==> src/rtl/rv32_pkg.sv <==
// Shared RV32 pipeline definitions: opcodes, bubble encoding, hazard FSM states
// and the decoded register-usage record.
package rv32_pkg;

    localparam logic [6:0] OP_LOAD   = 7'b0000011;
    localparam logic [6:0] OP_STORE  = 7'b0100011;
    localparam logic [6:0] OP_BRANCH = 7'b1100011;
    localparam logic [6:0] OP_OP     = 7'b0110011;
    localparam logic [6:0] OP_LUI    = 7'b0110111;
    localparam logic [6:0] OP_AUIPC  = 7'b0010111;
    localparam logic [6:0] OP_JAL    = 7'b1101111;

    // addi x0,x0,0 -- loaded into pipeline registers on flush/bubble
    localparam logic [31:0] NOP_INST = 32'h0000_0013;

    typedef enum logic [1:0] {
        RUN      = 2'd0,
        MEM_WAIT = 2'd1,
        MEM_ERR  = 2'd2
    } mem_state_e;

    typedef struct packed {
        logic [4:0] rd;
        logic [4:0] rs1;
        logic [4:0] rs2;
        logic       uses_rs1;
        logic       uses_rs2;
        logic       is_load;
        logic       is_store;
    } inst_info_t;

endpackage

==> src/rtl/pipe_hazard_ctrl_if.sv <==
// Hazard controller bus: instructions and status from the pipeline (master side)
// and the stall/flush controls plus counters returned by the controller (slave).
interface pipe_hazard_ctrl_if #(
    parameter int CNT_W = 32
);
    logic [31:0]      id_inst;
    logic [31:0]      ex_inst;
    logic [31:0]      ma_inst;
    logic             ex_redirect;
    logic             dmem_ready;

    logic             dmem_req;
    logic             if_en;
    logic             id_en;
    logic             ex_en;
    logic             ma_en;
    logic             id_flush;
    logic             ex_flush;
    logic             wb_bubble;
    logic             pc_redirect;
    logic             mem_err;
    logic [CNT_W-1:0] stall_cnt;
    logic [CNT_W-1:0] flush_cnt;

    modport master (
        output id_inst, ex_inst, ma_inst, ex_redirect, dmem_ready,
        input  dmem_req, if_en, id_en, ex_en, ma_en, id_flush, ex_flush,
               wb_bubble, pc_redirect, mem_err, stall_cnt, flush_cnt
    );

    modport slave (
        input  id_inst, ex_inst, ma_inst, ex_redirect, dmem_ready,
        output dmem_req, if_en, id_en, ex_en, ma_en, id_flush, ex_flush,
               wb_bubble, pc_redirect, mem_err, stall_cnt, flush_cnt
    );

endinterface

==> src/rtl/inst_regs_used.sv <==
// Combinational RV32 decoder: register fields, which source registers are
// actually read, and whether the instruction is a load or store.
module inst_regs_used
    import rv32_pkg::*;
(
    input  logic [31:0] inst_i,
    output inst_info_t  info_o
);

    logic [6:0] opcode;
    logic       unused_funct;

    assign opcode       = inst_i[6:0];
    assign unused_funct = ^{inst_i[31:25], inst_i[14:12]};

    always_comb begin
        info_o.rd       = inst_i[11:7];
        info_o.rs1      = inst_i[19:15];
        info_o.rs2      = inst_i[24:20];
        // U-type and JAL carry immediate bits where rs1 would sit
        info_o.uses_rs1 = !(opcode inside {OP_LUI, OP_AUIPC, OP_JAL});
        info_o.uses_rs2 = opcode inside {OP_OP, OP_STORE, OP_BRANCH};
        info_o.is_load  = (opcode == OP_LOAD);
        info_o.is_store = (opcode == OP_STORE);
    end

endmodule

==> src/rtl/pipe_hazard_ctrl.sv <==
// Central stall/flush controller for the 5-stage RV32 pipeline: memory-wait FSM
// with timeout, redirect and load-use arbitration, and stall/flush counters.
module pipe_hazard_ctrl
    import rv32_pkg::*;
#(
    parameter int MEM_TIMEOUT = 16,
    parameter int CNT_W       = 32
) (
    input  logic               clk,
    input  logic               reset,
    pipe_hazard_ctrl_if.slave  hz
);

    localparam logic [7:0] TIMEOUT_C = 8'(MEM_TIMEOUT);

    inst_info_t id_info, ex_info, ma_info;

    inst_regs_used u_id_dec (.inst_i(hz.id_inst), .info_o(id_info));
    inst_regs_used u_ex_dec (.inst_i(hz.ex_inst), .info_o(ex_info));
    inst_regs_used u_ma_dec (.inst_i(hz.ma_inst), .info_o(ma_info));

    mem_state_e       state_q, state_d;
    logic [7:0]       wait_cnt_q, wait_cnt_d;
    logic [CNT_W-1:0] stall_cnt_q, stall_cnt_d;
    logic [CNT_W-1:0] flush_cnt_q, flush_cnt_d;

    logic in_err, dmem_req, mem_stall, load_use;
    logic if_en, id_en, ex_en, ma_en;
    logic id_flush, ex_flush, wb_bubble, pc_redirect, stall_evt;

    assign in_err    = (state_q == MEM_ERR);
    assign dmem_req  = (ma_info.is_load || ma_info.is_store) && !in_err;
    assign mem_stall = dmem_req && !hz.dmem_ready;

    assign load_use = ex_info.is_load && (ex_info.rd != 5'd0) &&
                      ((id_info.uses_rs1 && (id_info.rs1 == ex_info.rd)) ||
                       (id_info.uses_rs2 && (id_info.rs2 == ex_info.rd)));

    // NOTE: every output of this block is given a default first so no path
    // through the priority chain leaves a signal unassigned (no latches).
    always_comb begin
        if_en       = 1'b1;
        id_en       = 1'b1;
        ex_en       = 1'b1;
        ma_en       = 1'b1;
        id_flush    = 1'b0;
        ex_flush    = 1'b0;
        wb_bubble   = 1'b0;
        pc_redirect = 1'b0;
        stall_evt   = 1'b0;

        if (in_err) begin
            if_en = 1'b0;
            id_en = 1'b0;
            ex_en = 1'b0;
            ma_en = 1'b0;
        end else if (mem_stall) begin
            // EX is frozen, so a pending redirect is simply re-presented later
            if_en     = 1'b0;
            id_en     = 1'b0;
            ex_en     = 1'b0;
            ma_en     = 1'b0;
            wb_bubble = 1'b1;
            stall_evt = 1'b1;
        end else if (hz.ex_redirect) begin
            id_flush    = 1'b1;
            ex_flush    = 1'b1;
            pc_redirect = 1'b1;
        end else if (load_use) begin
            if_en     = 1'b0;
            id_en     = 1'b0;
            ex_flush  = 1'b1;
            stall_evt = 1'b1;
        end
    end

    always_comb begin
        state_d     = state_q;
        wait_cnt_d  = wait_cnt_q;
        stall_cnt_d = stall_cnt_q;
        flush_cnt_d = flush_cnt_q;

        unique case (state_q)
            RUN: begin
                if (mem_stall) begin
                    state_d    = MEM_WAIT;
                    wait_cnt_d = 8'd1;
                end
            end
            MEM_WAIT: begin
                if (hz.dmem_ready) begin
                    state_d    = RUN;
                    wait_cnt_d = 8'd0;
                end else if (wait_cnt_q == TIMEOUT_C) begin
                    state_d = MEM_ERR;
                end else begin
                    wait_cnt_d = wait_cnt_q + 8'd1;
                end
            end
            MEM_ERR: state_d = MEM_ERR;
            default: begin
                state_d    = RUN;
                wait_cnt_d = 8'd0;
            end
        endcase

        if (stall_evt)   stall_cnt_d = stall_cnt_q + CNT_W'(1);
        if (pc_redirect) flush_cnt_d = flush_cnt_q + CNT_W'(1);
    end

    // NOTE: state registers use non-blocking assignments so every flop samples
    // the pre-edge values of its peers regardless of evaluation order.
    always_ff @(posedge clk or posedge reset) begin
        if (reset) begin
            state_q     <= RUN;
            wait_cnt_q  <= 8'd0;
            stall_cnt_q <= '0;
            flush_cnt_q <= '0;
        end else begin
            state_q     <= state_d;
            wait_cnt_q  <= wait_cnt_d;
            stall_cnt_q <= stall_cnt_d;
            flush_cnt_q <= flush_cnt_d;
        end
    end

    assign hz.dmem_req    = dmem_req;
    assign hz.if_en       = if_en;
    assign hz.id_en       = id_en;
    assign hz.ex_en       = ex_en;
    assign hz.ma_en       = ma_en;
    assign hz.id_flush    = id_flush;
    assign hz.ex_flush    = ex_flush;
    assign hz.wb_bubble   = wb_bubble;
    assign hz.pc_redirect = pc_redirect;
    assign hz.mem_err     = in_err;
    assign hz.stall_cnt   = stall_cnt_q;
    assign hz.flush_cnt   = flush_cnt_q;

    logic unused_ok;
    assign unused_ok = ^{id_info.rd, id_info.is_load, id_info.is_store,
                         ex_info.rs1, ex_info.rs2, ex_info.uses_rs1,
                         ex_info.uses_rs2, ex_info.is_store,
                         ma_info.rd, ma_info.rs1, ma_info.rs2,
                         ma_info.uses_rs1, ma_info.uses_rs2};

endmodule

==> src/flat_wrapper.sv <==
// flat-port wrapper written by rule: the top's interface ports become plain ports
module pipe_hazard_ctrl_flat import rv32_pkg::*;
#(
    parameter int MEM_TIMEOUT = 16,
    parameter int CNT_W       = 32
)
  (clk, reset, hz_id_inst, hz_ex_inst, hz_ma_inst, hz_ex_redirect, hz_dmem_ready, hz_dmem_req, hz_if_en, hz_id_en, hz_ex_en, hz_ma_en, hz_id_flush, hz_ex_flush, hz_wb_bubble, hz_pc_redirect, hz_mem_err, hz_stall_cnt, hz_flush_cnt);
  pipe_hazard_ctrl_if #(.CNT_W(CNT_W)) hz_i ();
  input  logic clk;
  input  logic reset;
  input wire logic [$bits(hz_i.id_inst)-1:0] hz_id_inst;
  input wire logic [$bits(hz_i.ex_inst)-1:0] hz_ex_inst;
  input wire logic [$bits(hz_i.ma_inst)-1:0] hz_ma_inst;
  input wire logic [$bits(hz_i.ex_redirect)-1:0] hz_ex_redirect;
  input wire logic [$bits(hz_i.dmem_ready)-1:0] hz_dmem_ready;
  output wire logic [$bits(hz_i.dmem_req)-1:0] hz_dmem_req;
  output wire logic [$bits(hz_i.if_en)-1:0] hz_if_en;
  output wire logic [$bits(hz_i.id_en)-1:0] hz_id_en;
  output wire logic [$bits(hz_i.ex_en)-1:0] hz_ex_en;
  output wire logic [$bits(hz_i.ma_en)-1:0] hz_ma_en;
  output wire logic [$bits(hz_i.id_flush)-1:0] hz_id_flush;
  output wire logic [$bits(hz_i.ex_flush)-1:0] hz_ex_flush;
  output wire logic [$bits(hz_i.wb_bubble)-1:0] hz_wb_bubble;
  output wire logic [$bits(hz_i.pc_redirect)-1:0] hz_pc_redirect;
  output wire logic [$bits(hz_i.mem_err)-1:0] hz_mem_err;
  output wire logic [$bits(hz_i.stall_cnt)-1:0] hz_stall_cnt;
  output wire logic [$bits(hz_i.flush_cnt)-1:0] hz_flush_cnt;
  assign hz_i.id_inst = hz_id_inst;
  assign hz_i.ex_inst = hz_ex_inst;
  assign hz_i.ma_inst = hz_ma_inst;
  assign hz_i.ex_redirect = hz_ex_redirect;
  assign hz_i.dmem_ready = hz_dmem_ready;
  assign hz_dmem_req = hz_i.dmem_req;
  assign hz_if_en = hz_i.if_en;
  assign hz_id_en = hz_i.id_en;
  assign hz_ex_en = hz_i.ex_en;
  assign hz_ma_en = hz_i.ma_en;
  assign hz_id_flush = hz_i.id_flush;
  assign hz_ex_flush = hz_i.ex_flush;
  assign hz_wb_bubble = hz_i.wb_bubble;
  assign hz_pc_redirect = hz_i.pc_redirect;
  assign hz_mem_err = hz_i.mem_err;
  assign hz_stall_cnt = hz_i.stall_cnt;
  assign hz_flush_cnt = hz_i.flush_cnt;
  pipe_hazard_ctrl #(.MEM_TIMEOUT(MEM_TIMEOUT), .CNT_W(CNT_W)) u_core (.clk(clk), .reset(reset), .hz(hz_i));
endmodule
==> config.mk <==
export PLATFORM = sky130hd
export DESIGN_NAME = pipe_hazard_ctrl_flat
export DESIGN_NICKNAME = d
export VERILOG_FILES = /design/src/rtl/rv32_pkg.sv /design/src/rtl/pipe_hazard_ctrl_if.sv /design/src/rtl/inst_regs_used.sv /design/src/rtl/pipe_hazard_ctrl.sv /design/src/flat_wrapper.sv
export SDC_FILE = /design/constraint.sdc
export NUM_CORES = 1
export LEC_CHECK = 0
export ABC_CLOCK_PERIOD_IN_PS = 2900
export BUFFER_PORTS_ARGS = -buffer_cell sky130_fd_sc_hd__buf_2
export CORE_MARGIN = 2
export CORE_UTILIZATION = 40
export CTS_CLUSTER_DIAMETER = 50
export DETAILED_ROUTE_END_ITERATION = 8
export HOLD_SLACK_MARGIN = 0.12
export PLACE_DENSITY_LB_ADDON = 0.12
export RECOVER_POWER = 50
export SYNTH_ARGS = -nofsm -noshare
export SYNTH_HDL_FRONTEND = slang
export SYNTH_HIERARCHICAL = 1
export SYNTH_SLANG_ARGS = --single-unit
==> constraint.sdc <==
create_clock -name clk -period 2.9 [get_ports clk]
set_clock_uncertainty 0.1 [all_clocks]
set_input_delay 0.435 -clock clk [delete_from_list [all_inputs] [get_ports clk]]
set_output_delay 0.435 -clock clk [all_outputs]
set_load 0.03 [all_outputs]
---- Yosys cells after proc, flatten, opt, wreduce, memory -nomap -nowiden ----
Cells that the tools add are included.
operators by class
  divide/modulo/power cells ............... 0
  bitwise gates (word level) .............. 1
  eq/ne operators ......................... 17
  shift operators ......................... 0
  multiplexer cells ....................... 26
  reduce and logical (&&, ||, !) cells .... 17
  multiply operators ...................... 0
  $lt $le $gt $ge ......................... 0
  $add $sub $neg .......................... 3
operator list
  operator                 count
  $add A32 B1 Y32 const B  2
  $eq A7 B6 Y1 const B     4
  $mux W8                  3
  $pmux W8 S3              1
  $mux W1                  18
  $eq A7 B2 Y1 const B     2
  $eq A7 B7 Y1 const B     2
  $eq A5 B5 Y1             2
  $add A8 B1 Y8 const B    1
  $eq A8 B5 Y1 const B     1
  $eq A7 B5 Y1 const B     1
  $logic_and A1 B1 Y1      6
  $mux W2                  3
  $pmux W2 S3              1
  $reduce_bool A3 Y1       2
  $reduce_bool A5 Y1       1
  $logic_not A1 Y1         3
  $ne A3 B2 Y1 const B     1
  $ne A3 B3 Y1 const B     1
  $reduce_and A3 Y1        1
  $eq A2 B1 Y1 const B     1
  $eq A2 B2 Y1 const B     1
  $logic_not A2 Y1         1
  $logic_or A1 B1 Y1       2
  3 further kinds          3
word-level totals
  memory bits (writable) .................. 0
  latch bits .............................. 0
  output and inout port bits .............. 74
  register bits ........................... 74
  memories ................................ 0
  memory bits (read-only) ................. 0
  input bits .............................. 100

---- Longest topological paths before layout ----
Gate-level depths: netlist of run 1.
  word-level depth ........................ 10
  depth in mapped cells ................... 9

---- Cells and area by module ----
Netlist of run 1, hierarchy kept.
modules (own cells, without submodules)
  module            area each (sq um)  cells an instance  instances
  pipe_hazard_ctrl  3739.8             359                1
  inst_regs_used    190.2              23                 3

---- Worst setup path after synthesis of run 1 ----
No wires, ideal clock.
  kind .................................... input to output
  from .................................... in hz_ex_inst[8]
  to ...................................... out hz_if_en
  arrival time ............................ 2124 ps
  stages on the path ...................... 6
  path slack .............................. 241 ps
  cell sequence ........................... buf_4 or4_1 o21ai_1 nor2_1 a21oi_1 buf_4
on the way
  cells in the longest elaborated chain, start to end .. 8
ends and longest elaborated chain
  element                                        line                                            source
  from (decl)                                    flat_wrapper.sv:12                              input wire logic [$bits(hz_i.ex_inst)-1:0] hz_ex_inst;
  $eq A5 B5 Y1, on equally long branches         pipe_hazard_ctrl.sv:36, pipe_hazard_ctrl.sv:37
  $logic_and A1 B1 Y1, on equally long branches  pipe_hazard_ctrl.sv:36, pipe_hazard_ctrl.sv:37
  $logic_or A1 B1 Y1                             pipe_hazard_ctrl.sv:36                          ((id_info.uses_rs1 && (id_info.rs1 == ex_info.rd)) ||
  $logic_and A1 B1 Y1 *                          pipe_hazard_ctrl.sv:35                          assign load_use = ex_info.is_load && (ex_info.rd != 5'd0) &&
  $mux W1 * (4 in series)                        --
  to (decl)                                      flat_wrapper.sv:17                              output wire logic [$bits(hz_i.if_en)-1:0] hz_if_en;
Every way passes the cells marked *; elsewhere a longest branch is shown, timed or not.

==> results.md, run 1 <==
* Fmax at 405.3 MHz
* Reg clk slew, reported paths at 0.07 ns
* Post-route cell area at 4737 µm²
* Initial antenna violation count at 0
* Final setup fails at 0
* H-tree Lvls at 3
* YS warnings at 6
* Global route overflow at 0
* RSZ-0062 raised after global routing: no
* Vias in the first global route at 3,140
* Status: completed
* CP max stage cell: o21ai_0
* Die width at 103.9 µm
* Post-CTS setup buffers at 0
* Hold crit path type: input pin to flop
* Dpl cell area at 4596 µm²
* Cell Area, Synth at 3995 µm²
* Worst Tran Pin Value at 1.237 ns
* Worst-path fanout max at 6
* WP depth at 8
* Startpoint types: input pin
* Leakage power at 2.192 nW
* Crit Path Category: input pin to output pin
* Die Area at 10,800 µm²
* Routed Wire Length at 8506 µm
* Clk Latency, worst-skew pair at 0.35 ns
* Max-slew violations at 0
* DRC Markers at 0
* ANT cells at 0
* Syn Inst Count at 386
* Tot Pwr at 0.002065 W
* Filler cells at 1,022
* Post-CTS sizing at 0
* Drt pass-1 iters at 5
* FF-to-FF path depth at 9
* Hold Path Stages at 2
* Die extent in y at 103.9 µm
* Vias at 3,138
* Post-Syn Nets at 490
* Routed wire per std cell at 13.59 µm
* Num CTS Buffers at 9
* Area Growth Syn to Fin at 18.57%
* Row cnt at 36
* Worst endpoint required time at 2.37 ns
* Share of cells above drive strength 1 at 0.1846
* Crit path DAT at 1.93 ns
* CTS tree: built
* Number of max-cap violations at 0
* Buf/Inv on CP at 2
* Via density at 5.013
* Initial Util at 0.4106
* Minimum clock period at 2.467 ns
* VDD IR max at 0.0002262 V
* Worst-path cell chain: buf_2 -> nand4bb_4 -> nor4_1 -> nor2_1 -> o21ai_0 -> nor2_1 -> a21o_1 -> buf_2
* Setup total negative slack at 0 ns
* # IOs at 174
* Crit share post-route at 0.8507
* Number of nets in the layout at 592
* Crit path max-delay family: simple AND/OR/NAND/NOR gates
* Worst stage delay on the critical path at 0.32 ns
* PwrDens at 435.9 nW/µm²
* Post-route ant nets at 0
* Hold Fails Final Rpt at 0
* Clk buf depth at 2
* Clock root cell: clkbuf_8
* First-pass GRT wire length at 14,770 µm
* Synthesized area per cell at 10.35 µm²
* Slew margin rel. at 0.1742
* RePlAce Congestion at 0.7730
* DP Wirelength at 6107 µm
* Core area at 9729 µm²
* Core Util, Final at 0.4869
* Crit end category: output pin
* Input/output buffers at 113
* Gr usage total at 0.1646
* Final setup margin at 0.4329 ns
* Pre-CTS WS at 0.3646 ns
* # hold bufs at CTS at 1
* Largest net degree at the start of global routing at 43
* CTS sink count at 74
* Number of DRC markers in iteration 0 at 129
-- state kept, by name, indices dropped and copies added (netlist names) --
name	flops
u_core/hz.flush_cnt	32
u_core/hz.stall_cnt	32
u_core/state_q	2
u_core/wait_cnt_q	8
-- routing by layer --
metal / share of wire / GRT usage / up-vias
li1: - / - / 1533
met1: 0.46 / 0.2196 / 1500
met2: 0.47 / 0.2650 / 97
met3: 0.054 / 0.03634 / 8
met4: 0.010 / 0.05695 / 0
met5: 0 / 0 / -
-- worst paths after layout --
kind                                    startpoint                 endpoint  slack (ns)
max                                  hz_ma_inst[2]              hz_ex_flush        0.43
min in group asynchronous                    reset  u_core/hz.flush_cnt[21]        0.87
max reg2reg                   u_core/wait_cnt_q[0]     u_core/wait_cnt_q[2]        0.74
min reg2reg                u_core/hz.stall_cnt[31]  u_core/hz.stall_cnt[31]        0.37
min                                  hz_dmem_ready        u_core/state_q[0]        0.27
max in group asynchronous                    reset     u_core/wait_cnt_q[4]        0.50
-- worst reg2reg max path: stages, from the launching register on --
cell and delay [ns]:
dfrtp_1 0.43, inv_1 0.08, ha_1 0.14, nor4b_1 0.24
nand3_1 0.18, o22ai_1 0.41, buf_4 0.23, nor2b_1 0.06
xnor2_1 0.12, nor2_1 0.05
-- power breakdown --
group | switching [W] | internal, W
Clock | 0.000414 | 0.000492
Sequential | 0.00000853 | 0.00104
Combinational | 0.0000666 | 0.0000458
Total | 0.000489 | 0.00158
-- per-stage QoR --
stage / std cells / hold WS, ns
6_report: 626 / 0.2675
5_1_grt: 626 / 0.2673
4_1_cts: 626 / 0.2559
3_5_place_dp: 609 / 0.3613
3_3_place_gp: 609 / 0.3513
2_1_floorplan: 386 / 0.3843
-- area by class of cell --
type | count | area [µm²] | area share
clock buffers | 9 | 123.9 | 0.02615
clock inverters | 7 | 100.1 | 0.02113
inverters | 14 | 52.55 | 0.01109
multi-input cells | 270 | 1897 | 0.4004
flip-flops and latches | 74 | 1852 | 0.3909
well taps | 133 | 166.4 | 0.03513
repair buffers | 119 | 545.5 | 0.1152
-- layout by cell type (no fill, tap or decap), drive strengths merged, types with 15 or more instances in the layout --
master  instances
nand4          17
nor3           15
xnor2          43
xor2           33
nor2           25
nand3          28
buf            53
inv            16
clkbuf         74
nand2          32
dfrtp          74
nor4           20
(Power assumes the default switching activity.)
==> run 2: changes to the inputs <==
BUFFER_PORTS_ARGS = -buffer_cell sky130_fd_sc_hd__buf_4   (was -buffer_cell sky130_fd_sc_hd__buf_2)
==> run 2 against run 1 <==
  * Maximum frequency about the same
  * Design area increased by 2.7%
  * Clock power increased by 3.8%
  * Die area unchanged
  * Clock-buffer cell count increased by 1
  * Critical path depth decreased by 1
  * Power increased by 2.5%
  * Routed wire length increased by 0.62%
  * Sequential share of layout area decreased by 1.0 points
  * Critical endpoint unchanged
==> results.md, run 2 (synthesis gave the netlist of run 1 again) <==
* Setup total negative slack at 0 ns (unchanged)
* Slew margin rel. at 0.2494 (+0.07522)
* Drt pass-1 iters at 4 (-1)
* Row cnt at 36 (unchanged)
* Critical path's most frequent cell: buf_4
* Initial Util at 0.4106 (unchanged)
* RePlAce Congestion at 0.7764 (+0.44%)
* Worst endpoint required time at 2.37 ns (about the same)
* Routed wire per std cell at 13.69 µm (+0.78%)
* Crit path DAT at 1.93 ns (about the same)
* Post-CTS setup buffers at 0 (unchanged)
* Number of max-cap violations at 0 (unchanged)
* Worst stage delay on the critical path at 0.37 ns (+0.05 ns)
* CP max stage cell: o211a_1
* Worst Tran Pin Value at 1.125 ns (-0.1127 ns)
* Share of cells above drive strength 1 at 0.1809 (-0.003690)
* DRC Markers at 0 (unchanged)
* Initial antenna violation count at 0 (unchanged)
* Area Growth Syn to Fin at 21.83%
* Crit Path Category: input pin to output pin
* Met2 WL at 4206 µm (+4.9%)
* CTS tree: built
* DR WL met3 at 447 µm (-2.4%)
* Hold path start: hz_dmem_ready
* Reg clk slew, reported paths at 0.07 ns (about the same)
* Leakage power at 2.228 nW (+1.7%)
* Startpoint types: input pin
* Clk Latency, worst-skew pair at 0.34 ns (about the same)
* H-tree Lvls at 3 (unchanged)
* Filler cells at 969 (-5.2%)
* Tot Pwr at 0.002116 W (+2.5%)
* Num CTS Buffers at 9 (unchanged)
* Die extent in y at 103.9 µm (unchanged)
* Minimum clock period at 2.468 ns (+0.001185 ns)
* Worst setup path start: hz_ma_inst[2]
* Core area at 9729 µm² (unchanged)
* RSZ-0062 raised after global routing: no
* Largest net degree at the start of global routing at 46 (+7.0%)
* Number of nets in the layout at 592 (unchanged)
* Max Used Layer: met4
* Die width at 103.9 µm (unchanged)
* Post-CTS sizing at 0 (unchanged)
* CTS sink count at 74 (unchanged)
* Input/output buffers at 113 (unchanged)
* # IOs at 174 (unchanged)
* PwrDens at 434.7 nW/µm² (-0.29%)
* Dpl cell area at 4878 µm² (+6.2%)
* Hold Path Stages at 2 (unchanged)
* M1 WL at 3866 µm (-2.2%)
* Die Area at 10,800 µm² (unchanged)
* Worst-path fanout max at 9 (+3)
* Gr usage total at 0.1614 (-0.003215)
* Sequential Area at 1852 µm² (unchanged)
* Via density at 4.995 (-0.35%)
* Core Util, Final at 0.5003 (+0.01337)
* Vias at 3,122 (-0.51%)
* ANT cells at 0 (unchanged)
* Most frequent cells in the layout: dfrtp_1 (74), clkbuf_1 (65), buf_4 (51)
* RR Startpoint: u_core/state_q[0]
* Leading cell type in the layout, fill and taps excluded: dfrtp_1
* Routed Wire Length at 8559 µm (+0.62%)
* Clock root cell: clkbuf_8
* Worst r2r dst: u_core/hz.flush_cnt[17]
* Post-route cell area at 4867 µm² (+2.7%)
* VDD IR max at 0.0002376 V (+5.0%)
* Max-slew violations at 0 (unchanged)
* DP Wirelength at 6237 µm (+2.1%)
* Vias in the first global route at 3,091 (-1.6%)
* Status: completed
* Hold Fails Final Rpt at 0 (unchanged)
* Multi-input logic area at 1897 µm² (unchanged)
* Fmax at 405.1 MHz (about the same)
* Worst Hold Path EP: u_core/state_q[0]
* Crit end category: output pin
* FF-to-FF path depth at 6 (-3)
* Global route overflow at 0 (unchanged)
* Number of DRC markers in iteration 0 at 135 (+4.7%)
* Post-route ant nets at 0 (unchanged)
* Worst-path cell chain: buf_4 -> nand4bb_4 -> nor4_1 -> nor2_1 -> o211a_1 -> a21o_1 -> buf_4
* Hold crit path type: input pin to flop
* Crit share post-route at 0.8511 (about the same)
* R2r setup slk at 0.63 ns (-0.11 ns)
* Final setup fails at 0 (unchanged)
* First-pass GRT wire length at 14,600 µm (-1.1%)
* Clk buf depth at 2 (unchanged)
-- run 2: timing repair --
| action | 4_1_cts | 5_1_grt |
|---|---|---|
| hold buffers | 1 | 0 |
| endpoints found under the setup margin | 0 | 0 |
| hold endpoints to repair | 26 | 0 |
-- run 2: critical path, delay by kind of cell --
kind	cells	cell delay (ns)
buf+inv	2	0.28
compound gates	2	0.57
simple gates	3	0.65
-- run 2: final cells by class --
class | instances | share of cell area
tap | 133 | 0.03419
clock buffer | 10 | 0.02622
multi-input combinational | 270 | 0.3897
clock inverter | 5 | 0.02134
inverter | 14 | 0.01080
sequential | 74 | 0.3805
timing repair buffer | 119 | 0.1373
-- run 2: metrics by stage --
stage	hold slack, ns	instances	setup slack [ns]
4_1_cts	0.2126	625	0.4027
5_1_grt	0.2106	625	0.2119
2_1_floorplan	0.3843	386	0.2406
3_5_place_dp	0.3801	609	0.2472
3_3_place_gp	0.3580	609	0.2498
6_report	0.2381	625	0.4317
-- run 2: worst max path at each step --
stage / end / slack [ns] / depth (start not counted)
2_1_floorplan: hz_if_en / 0.24 / 6
3_3_place_gp: u_core/hz.flush_cnt[17] / 0.25 / 9
3_5_place_dp: u_core/hz.flush_cnt[17] / 0.25 / 9
4_1_cts: hz_ex_flush / 0.40 / 7
5_1_grt: u_core/hz.stall_cnt[0] / 0.21 / 4
6_report: hz_ex_flush / 0.43 / 7
-- run 2: per-layer routing --
layer,GRT usage,up-vias
met5,0,-
met1,0.2055,1502
met4,0.03475,0
li1,-,1527
met2,0.2735,87
met3,0.04637,6
-- run 2: power by group --
group	internal, W	leakage [nW]	switching, W
clock	0.000568	0.116	0.000372
combinational	0.0000612	1.10	0.0000677
sequential	0.00104	1.01	0.00000848
total	0.00167	2.23	0.000449
==> run 3: changes to the inputs <==
RECOVER_POWER = 25   (was 50)
==> run 3 against run 2 <==
  * Clock power about the same
  * Critical endpoint unchanged
  * Sequential share of layout area is 1.2 points lower
  * Largest cell class unchanged
  * Hold slack got worse by 0.0015 ns
  * Power grew 0.13%
  * Combinational power increased by 3%
  * Via count shrank 0.16%
  * Design area is 3.2% higher
  * Critical path type unchanged
  * Sequential power about the same
  * Highest routed layer unchanged
  * Register-to-register slack about the same
  * Non-clock buffer count unchanged
==> results.md, run 3 (synthesis gave the netlist of run 1 again) <==
* Status: completed
* Initial Util at 0.4106 (unchanged)
* Filler cells at 934 (-3.6%)
* Worst endpoint required time at 2.37 ns (about the same)
* RR Startpoint: u_core/state_q[0]
* R2r setup slk at 0.62 ns (about the same)
* Crit share post-route at 0.8538 (+0.002634)
* Post-route cell area at 5022 µm² (+3.2%)
* Routed wire per std cell at 13.60 µm (-0.70%)
* Post-route ant nets at 0 (unchanged)
* CTS tree: built
* Worst-path fanout max at 9 (unchanged)
* Final setup fails at 0 (unchanged)
* VDD IR max at 0.0002374 V (about the same)
* Clk buf depth at 2 (unchanged)
* Global route overflow at 0 (unchanged)
* PwrDens at 421.8 nW/µm² (-3.0%)
* Reg clk slew, reported paths at 0.07 ns (about the same)
* First-pass GRT wire length at 14,600 µm (unchanged)
* Worst setup path start: hz_ma_inst[2]
* Slew margin rel. at 0.1986 (-0.05076)
* Via density at 4.987 (-0.16%)
* Clock root cell: clkbuf_8
* Initial antenna violation count at 0 (unchanged)
* Vias at 3,117 (-0.16%)
* RePlAce Congestion at 0.7764 (unchanged)
* Die Area at 10,800 µm² (unchanged)
* Number of DRC markers in iteration 0 at 145 (+7.4%)
* Crit end category: output pin
* Vias in the first global route at 3,091 (unchanged)
* Clk Latency, worst-skew pair at 0.34 ns (about the same)
* Final setup margin at 0.4241 ns (-0.007640 ns)
* Drt pass-1 iters at 4 (unchanged)
* Fmax at 403.9 MHz (-0.31%)
* Buf/Inv on CP at 2 (unchanged)
* Row cnt at 36 (unchanged)
* H-tree Lvls at 3 (unchanged)
* Worst Tran Pin Value at 1.201 ns (+0.07605 ns)
* DRC Markers at 0 (unchanged)
* Gr usage total at 0.1614 (unchanged)
* Minimum clock period at 2.476 ns (+0.007640 ns)
* Sequential Area at 1852 µm² (unchanged)
* Number of max-cap violations at 0 (unchanged)
* Multi-input logic area at 1897 µm² (unchanged)
* Worst stage delay on the critical path at 0.37 ns (about the same)
* Post-CTS setup buffers at 0 (unchanged)
* Pre-CTS WS at 0.2472 ns (unchanged)
* Die width at 103.9 µm (unchanged)
* Hold path start: hz_dmem_ready
* Crit path DAT at 1.94 ns (about the same)
* Startpoint types: input pin
* Share of cells above drive strength 1 at 0.2581 (+0.07724)
* Dpl cell area at 4878 µm² (unchanged)
* Leading cell type in the layout, fill and taps excluded: buf_4
* Critical path's most frequent cell: buf_4
* # IOs at 174 (unchanged)
* Hold_ws at 0.2366 ns (-0.001479 ns)
* Input/output buffers at 113 (unchanged)
* DP Wirelength at 6237 µm (unchanged)
* ANT cells at 0 (unchanged)
* Hold crit path type: input pin to flop
* Worst r2r dst: u_core/hz.flush_cnt[17]
* Max-slew violations at 0 (unchanged)
* Die extent in y at 103.9 µm (unchanged)
* Routed Wire Length at 8499 µm (-0.70%)
* Most frequent cells in the layout: buf_4 (89), dfrtp_1 (74), xnor2_1 (43)
* Hold Fails Final Rpt at 0 (unchanged)
* Core area at 9729 µm² (unchanged)
* Crit Path Category: input pin to output pin
* CP endpoint: hz_ex_flush
* Worst-path cell chain: buf_4 -> nand4bb_4 -> nor4_1 -> nor2_1 -> o211a_1 -> a21o_1 -> buf_4
* Leakage power at 2.395 nW (+7.5%)
* Num CTS Buffers at 9 (unchanged)
* FF-to-FF path depth at 6 (unchanged)
* Largest net degree at the start of global routing at 46 (unchanged)
* Fin cells at 625 (unchanged)
* RSZ-0062 raised after global routing: no
* WP depth at 7 (unchanged)
* Crit path max-delay family: simple AND/OR/NAND/NOR gates
* Setup total negative slack at 0 ns (unchanged)
* CTS sink count at 74 (unchanged)
* CP max stage cell: o211a_1
* Placed Cells at 609 (unchanged)
* Number of nets in the layout at 592 (unchanged)
* Area Growth Syn to Fin at 25.71%
==> run 3: changes by cell type in the layout (fill, tap and decap cells not counted), sizes merged <==
cell	delta
buf	+39
clkbuf	-39
==> run 3: repair_timing <==
item | 4_1_cts | 5_1_grt
resized for setup | 0 | 0
hold buffers | 1 | 0
endpoints found under the hold margin | 26 | 0
==> run 3: area by class of cell <==
type	instances	area share
sequential	74	0.3687
clock buffer	10	0.02541
inverter	14	0.01046
clock inverter	5	0.02068
timing repair buffer	119	0.1639
multi-input combinational	270	0.3777
tap	133	0.03313
==> run 3: power by group <==
part / total [W] / switching [W] / internal [W]
logic: 0.000133 / 0.0000680 / 0.0000647
registers: 0.00105 / 0.00000848 / 0.00104
clock network: 0.000939 / 0.000371 / 0.000568
total: 0.00212 / 0.000448 / 0.00167
==> run 3: metal layers <==
layer | wire, µm | track usage | vias to the layer above
li1 | - | - | 1529
met1 | 3828 | 0.2055 | 1492
met2 | 4212 | 0.2735 | 92
met3 | 429 | 0.04637 | 4
met4 | 28 | 0.03475 | 0
met5 | 0 | 0 | -
==> run 3: stage by stage <==
stage	utilization	power (W)
floorplan	-	0.001147
global placement	0.5014	0.001203
detailed placement	0.5014	0.001207
CTS	0.5262	0.002159
global route	0.5162	0.002216
finish	0.5162	0.002118
==> run 3: worst min path at each step <==
stage | end | slack [ns] | cells after the start
4_1_cts | u_core/state_q[0] | 0.21 | 2
5_1_grt | u_core/state_q[0] | 0.21 | 2
2_1_floorplan | u_core/state_q[0] | 0.38 | 1
3_5_place_dp | u_core/hz.flush_cnt[31] | 0.38 | 1
3_3_place_gp | u_core/hz.stall_cnt[31] | 0.36 | 1
6_report | u_core/state_q[0] | 0.24 | 2
==> run 3: worst reg2reg max path, cell delays in order, from the launching register on <==
cell and delay, ns:
dfrtp_1 0.49, or2b_2 0.24, o211a_1 0.37, nand3_1 0.25
or2_2 0.39, nor3_1 0.24, xnor2_1 0.15
